==> src/rtl/mcycle_unit_if.sv <==
// Request/result bundle between the Execute stage and the multi-cycle
// multiply/divide unit.
interface mcycle_unit_if #(
    parameter int WIDTH = 32
);
    logic             Start;
    logic [1:0]       MCycleOp;
    logic [WIDTH-1:0] Operand1;
    logic [WIDTH-1:0] Operand2;
    logic [WIDTH-1:0] Result1;
    logic [WIDTH-1:0] Result2;
    logic             Busy;

    modport master (
        output Start, MCycleOp, Operand1, Operand2,
        input  Result1, Result2, Busy
    );

    modport slave (
        input  Start, MCycleOp, Operand1, Operand2,
        output Result1, Result2, Busy
    );
endinterface

==> src/rtl/mcycle_unit.sv <==
// Iterative multiply/divide unit: shift-add multiply and restoring divide on
// operand magnitudes, one bit per cycle, with a sign fix-up on the last step.
module mcycle_unit #(
    parameter int WIDTH = 32
) (
    input logic          CLK,
    input logic          RESET,
    mcycle_unit_if.slave bus
);
    typedef enum logic [1:0] {IDLE, COMPUTING, DONE} state_t;

    localparam int CW = (WIDTH > 1) ? $clog2(WIDTH) : 1;

    state_t             state;
    logic [CW-1:0]      count;
    logic               is_div;
    logic [WIDTH-1:0]   opnd;       // multiplicand (mul) or divisor (div)
    logic [2*WIDTH-1:0] acc;        // {partial product, multiplier} or {remainder, dividend/quotient}
    logic               neg_prod;
    logic               neg_quo;
    logic               neg_rem;
    logic               div_zero;
    logic [WIDTH-1:0]   result1;
    logic [WIDTH-1:0]   result2;

    logic               in_signed;
    logic               sign1;
    logic               sign2;
    logic [WIDTH-1:0]   mag1;
    logic [WIDTH-1:0]   mag2;
    logic [WIDTH:0]     mul_sum;
    logic [2*WIDTH-1:0] mul_next;
    logic [WIDTH:0]     div_shift;
    logic [WIDTH:0]     div_diff;
    logic               div_ge;
    logic [2*WIDTH-1:0] div_next;
    logic [2*WIDTH-1:0] prod_fix;
    logic [WIDTH-1:0]   quo_fix;
    logic [WIDTH-1:0]   rem_fix;

    assign bus.Busy    = ~RESET & (((state == IDLE) & bus.Start) | (state == COMPUTING));
    assign bus.Result1 = result1;
    assign bus.Result2 = result2;

    // Operand magnitudes and result signs for the request being accepted.
    always_comb begin
        in_signed = ~bus.MCycleOp[0];
        sign1     = in_signed & bus.Operand1[WIDTH-1];
        sign2     = in_signed & bus.Operand2[WIDTH-1];
        mag1      = sign1 ? -bus.Operand1 : bus.Operand1;
        mag2      = sign2 ? -bus.Operand2 : bus.Operand2;
    end

    // One iteration of each datapath, plus the sign-corrected final results.
    always_comb begin
        // Multiply: add multiplicand into the high half when the multiplier
        // LSB is set, then shift the whole register right with the carry.
        mul_sum  = {1'b0, acc[2*WIDTH-1:WIDTH]} + (acc[0] ? {1'b0, opnd} : '0);
        mul_next = {mul_sum, acc[WIDTH-1:1]};

        // Divide: shift remainder:dividend left, trial-subtract the divisor.
        // The comparison is done on the full WIDTH+1 bits so a zero divisor
        // (remainder not bounded by the divisor) still behaves.
        div_shift = acc[2*WIDTH-1:WIDTH-1];
        div_diff  = div_shift - {1'b0, opnd};
        div_ge    = (div_shift >= {1'b0, opnd});
        div_next  = {(div_ge ? div_diff[WIDTH-1:0] : div_shift[WIDTH-1:0]),
                     acc[WIDTH-2:0], div_ge};

        prod_fix = neg_prod ? -mul_next : mul_next;
        quo_fix  = div_zero ? '1 :
                   (neg_quo ? -div_next[WIDTH-1:0] : div_next[WIDTH-1:0]);
        rem_fix  = neg_rem ? -div_next[2*WIDTH-1:WIDTH] : div_next[2*WIDTH-1:WIDTH];
    end

    // Control FSM and datapath registers.
    always_ff @(posedge CLK or posedge RESET) begin
        if (RESET) begin
            state    <= IDLE;
            count    <= '0;
            is_div   <= 1'b0;
            opnd     <= '0;
            acc      <= '0;
            neg_prod <= 1'b0;
            neg_quo  <= 1'b0;
            neg_rem  <= 1'b0;
            div_zero <= 1'b0;
            result1  <= '0;
            result2  <= '0;
        end else begin
            case (state)
                IDLE: begin
                    if (bus.Start) begin
                        is_div   <= bus.MCycleOp[1];
                        opnd     <= bus.MCycleOp[1] ? mag2 : mag1;
                        acc      <= {{WIDTH{1'b0}}, (bus.MCycleOp[1] ? mag1 : mag2)};
                        neg_prod <= sign1 ^ sign2;
                        neg_quo  <= sign1 ^ sign2;
                        neg_rem  <= sign1;
                        div_zero <= (bus.Operand2 == '0);
                        count    <= '0;
                        state    <= COMPUTING;
                    end
                end
                COMPUTING: begin
                    acc   <= is_div ? div_next : mul_next;
                    count <= count + CW'(1);
                    if (count == CW'(WIDTH - 1)) begin
                        if (is_div) begin
                            result1 <= quo_fix;
                            result2 <= rem_fix;
                        end else begin
                            result1 <= prod_fix[WIDTH-1:0];
                            result2 <= prod_fix[2*WIDTH-1:WIDTH];
                        end
                        state <= DONE;
                    end
                end
                DONE: begin
                    state <= IDLE;
                end
                default: begin
                    state <= IDLE;
                end
            endcase
        end
    end
endmodule

==> src/flat_wrapper.sv <==
// flat-port wrapper written by rule: the top's interface ports become plain ports
module mcycle_unit_flat 
#(
    parameter int WIDTH = 32
)
  (CLK, RESET, bus_Start, bus_MCycleOp, bus_Operand1, bus_Operand2, bus_Result1, bus_Result2, bus_Busy);
  mcycle_unit_if #(.WIDTH(WIDTH)) bus_i ();
  input logic CLK;
  input logic RESET;
  input wire logic [$bits(bus_i.Start)-1:0] bus_Start;
  input wire logic [$bits(bus_i.MCycleOp)-1:0] bus_MCycleOp;
  input wire logic [$bits(bus_i.Operand1)-1:0] bus_Operand1;
  input wire logic [$bits(bus_i.Operand2)-1:0] bus_Operand2;
  output wire logic [$bits(bus_i.Result1)-1:0] bus_Result1;
  output wire logic [$bits(bus_i.Result2)-1:0] bus_Result2;
  output wire logic [$bits(bus_i.Busy)-1:0] bus_Busy;
  assign bus_i.Start = bus_Start;
  assign bus_i.MCycleOp = bus_MCycleOp;
  assign bus_i.Operand1 = bus_Operand1;
  assign bus_i.Operand2 = bus_Operand2;
  assign bus_Result1 = bus_i.Result1;
  assign bus_Result2 = bus_i.Result2;
  assign bus_Busy = bus_i.Busy;
  mcycle_unit #(.WIDTH(WIDTH)) u_core (.CLK(CLK), .RESET(RESET), .bus(bus_i));
endmodule
==> config.mk <==
export PLATFORM = sky130hd
export DESIGN_NAME = mcycle_unit_flat
export DESIGN_NICKNAME = d
export VERILOG_FILES = /design/src/rtl/mcycle_unit_if.sv /design/src/rtl/mcycle_unit.sv /design/src/flat_wrapper.sv
export SDC_FILE = /design/constraint.sdc
export NUM_CORES = 1
export LEC_CHECK = 0
export CORE_MARGIN = 1
export CORE_UTILIZATION = 50
export DETAILED_ROUTE_END_ITERATION = 10
export PLACE_DENSITY = 0.76
export SYNTH_ARGS = -nofsm -noshare
export SYNTH_HDL_FRONTEND = slang
export SYNTH_SLANG_ARGS = --single-unit
==> constraint.sdc <==
create_clock -name CLK -period 17.25 [get_ports CLK]
set_clock_uncertainty 0.05 [all_clocks]
set_input_delay 3.45 -clock CLK [delete_from_list [all_inputs] [get_ports CLK]]
set_output_delay 3.45 -clock CLK [all_outputs]
set_load 0.1 [all_outputs]
==> flow_summary.toml <==
[outcome]
status = "finished, final reports clean"

[cts]
ctsHtreeMaxLevel = 4
cts_hold_buf = 0
insertion_delay_ns = 0.46
cts_tree = "built"
cts_setup_buffers = 0
cts_resized = 0
numCtsBuffers = 17
cts.sinks = 171
clockBufferDepth = 2
clkTransAtPathRegs_ns = 0.06
cts-root-buf = "clkbuf_16"

[worst_setup_path]
endpoint_kind = "output pin"
crit_type = "in -> out"
crit_required_ns = 13.75
slowest_delay_ns = 1.15
arrival_ns = 5.68
r2r_slack_ns = 11.05
crit_chain = "clkdlybuf4s50_1 -> nor2_1 -> or2_2 -> nor2_1 -> clkdlybuf4s50_1"
slowest_stage = "clkdlybuf4s50_1"
startpoint_type = "primary input"
crit_fanout = 2

[global_route]
gr-usage-met2 = 0.537
grt_use_total = 0.334
globalRouteMet1Util = 0.445
antenna_found_initial = 0
use_met3 = 0.0462
grt_pass1_vias = 15800
grt_pass1_wl_um = 88500
grt.busiest_layer = "met2"
grt_max_degree = 101
grt_remaining_overflow = 0

[finish]
nFillCells = 3181
final_common_cell = "nand2_1"
nets = 2460
synthToLayoutAreaGrowth_pct = 12.2
drive_gt1_frac = 0.0412
insertedDiodeCount = 0
mostFrequentLayoutCells = "nand2_1, nor2_1, o21ai_0"

[die]
dieArea_um2 = 34500
initial_utilization = 0.514
die_w_um = 186
core_region_area_um2 = 32900
ioPinCount = 134
die_y_um = 186
rows = 66

[yosys]
synthArstFlopShare = 1.00
synth_edf_count = 0
syn-num-nets = 2440
postSynthCellCount = 2298
synth_mux_area_frac = 0.0425
synth_area_um2 = 16900
yosysWarnings = 0
synth_flop_cell = "dfrtp_1"
yosys.area_share.simple = 0.219
synth_cell_types = 82
avgSynthCellArea_um2 = 7.35
synth_adder_area_share = 0.0550
yosysSeqAreaShare = 0.253
synth_top_family_by_area = "compound AO/OA/AOI/OAI gates"
synth_compound_area_frac = 0.268
ys_ff_latch = 171
synthXorXnorAreaFrac = 0.113

[drt]
viasPerCell = 6.25
route.detailed.drc = 0
drt_wl_total_um = 56900
detail_route.wl_per_cell_um = 20.5
drt-pass1-iter-count = 6
num_vias = 17300
drt_iter0_markers = 1677
final_antenna_net_count = 0

[flow_run]
maxCapViolations = 0

[sta]
rsz0062_at_grt = "no"
fin_crit_sh = 0.532
slew_violations = 0
fin_tns_setup_ns = 0
min_period_ns = 9.18
fmax_mhz = 109
slew_headroom = 0.303
setup_viol = 0
tightest_slew_ns = 1.04
hold_viol = 0

[hold_path]
hold_path_class = "reg -> reg"

[place]
globalplace.congestion = 0.944
dp_hpwl_um = 43900
port_buffers = 133
[cells by family after synthesis]
logic type	after synthesis
AOI/OAI and AO/OA	745
xor gates and xnor gates	217
adders and majority gates	73
buffers and inverters	220
DFF	171
muxes	71
and+or+nand+nor	801
[stage by stage]
| stage | setup slack, ns | utilization | instances | hold slack [ns] | area (µm²) |
|---|---|---|---|---|---|
| after global routing | 8.03 | 0.577 | 2773 | 0.441 | 19000 |
| after floorplan | 8.20 | - | 2298 | 0.389 | 16900 |
| after global placement | 8.06 | 0.559 | 2741 | 0.410 | 18400 |
| after CTS | 8.08 | 0.577 | 2773 | 0.434 | 19000 |
| final | 8.07 | 0.577 | 2773 | 0.430 | 19000 |
| after detailed placement | 8.08 | 0.559 | 2741 | 0.419 | 18400 |
[flip-flops by register name, summed over array words and instances (netlist names)]
signal / cells
u_core.div_zero: 1
u_core.acc: 64
u_core.opnd: 32
u_core.neg_rem: 1
u_core.neg_prod: 1
u_core.bus.Result1: 32
u_core.is_div: 1
u_core.count: 5
u_core.bus.Result2: 32
u_core.state: 2
[Yosys cell counts, types with 9 or more instances]
cell,instances,share of area
a31oi_1,16,0.0059
o21bai_1,9,0.0040
xor2_1,96,0.050
a22o_1,12,0.0062
or4_1,10,0.0044
o41ai_1,20,0.010
a211oi_1,19,0.0084
o21ai_0,243,0.072
o21a_1,17,0.0076
dfrtp_1,171,0.25
nand2_1,309,0.069
inv_1,67,0.015
and2_1,11,0.0041
a21o_1,20,0.0089
nand2b_1,22,0.0081
nor2_1,247,0.055
xnor2_1,121,0.063
o211ai_1,24,0.011
o22ai_1,25,0.0093
and3_1,15,0.0056
nor4_1,21,0.0078
a21oi_1,214,0.063
nand4_1,17,0.0063
clkbuf_1,129,0.029
o31ai_1,34,0.015
o221ai_1,13,0.0067
mux2i_1,65,0.039
ha_1,71,0.053
nor3_1,43,0.013
or3_1,22,0.0081
nand3_1,26,0.0077
nor2b_1,13,0.0048
buf_1,16,0.0036
[path summary, 6_finish.rpt]
path	from	endpoint	cells past startpoint
setup / recovery	bus_Start	bus_Busy	5
hold / removal	u_core.bus.Result2[5]$_DFFE_PP0P_	u_core.bus.Result2[5]$_DFFE_PP0P_	2
setup reg to reg	u_core.acc[45]$_DFFE_PP0P_	u_core.bus.Result2[28]$_DFFE_PP0P_	16
hold reg to reg	u_core.bus.Result2[5]$_DFFE_PP0P_	u_core.bus.Result2[5]$_DFFE_PP0P_	2
max in group asynchronous	RESET	u_core.neg_prod$_DFFE_PP0P_	3
min in group asynchronous	RESET	u_core.acc[34]$_DFFE_PP0P_	2
[final cells by class]
class                           count  area, µm²  share of cell area
Multi-Input combinational cell   1907      11800               0.622
Clock inverter                     15        164             0.00865
Clock buffer                       17        425              0.0224
Timing Repair Buffer              153       1480              0.0779
Inverter                           68        260              0.0137
Tap cell                          442        553              0.0292
Sequential cell                   171       4280               0.226
[per-layer routing]
metal,vias to the layer above,wire (µm)
li1,8261,-
met1,8236,24900
met2,712,26000
met5,-,0
met3,124,3760
met4,0,2250
[worst max-delay path: cells and delay by family]
| family | cells | cell delay, ns |
|---|---|---|
| buffers and inverters | 2 | 1.70 |
| and+or+nand+nor | 3 | 0.52 |
Power is not shown: default switching activity piles up to over one toggle a cycle in this logic, so the estimate is an artifact.
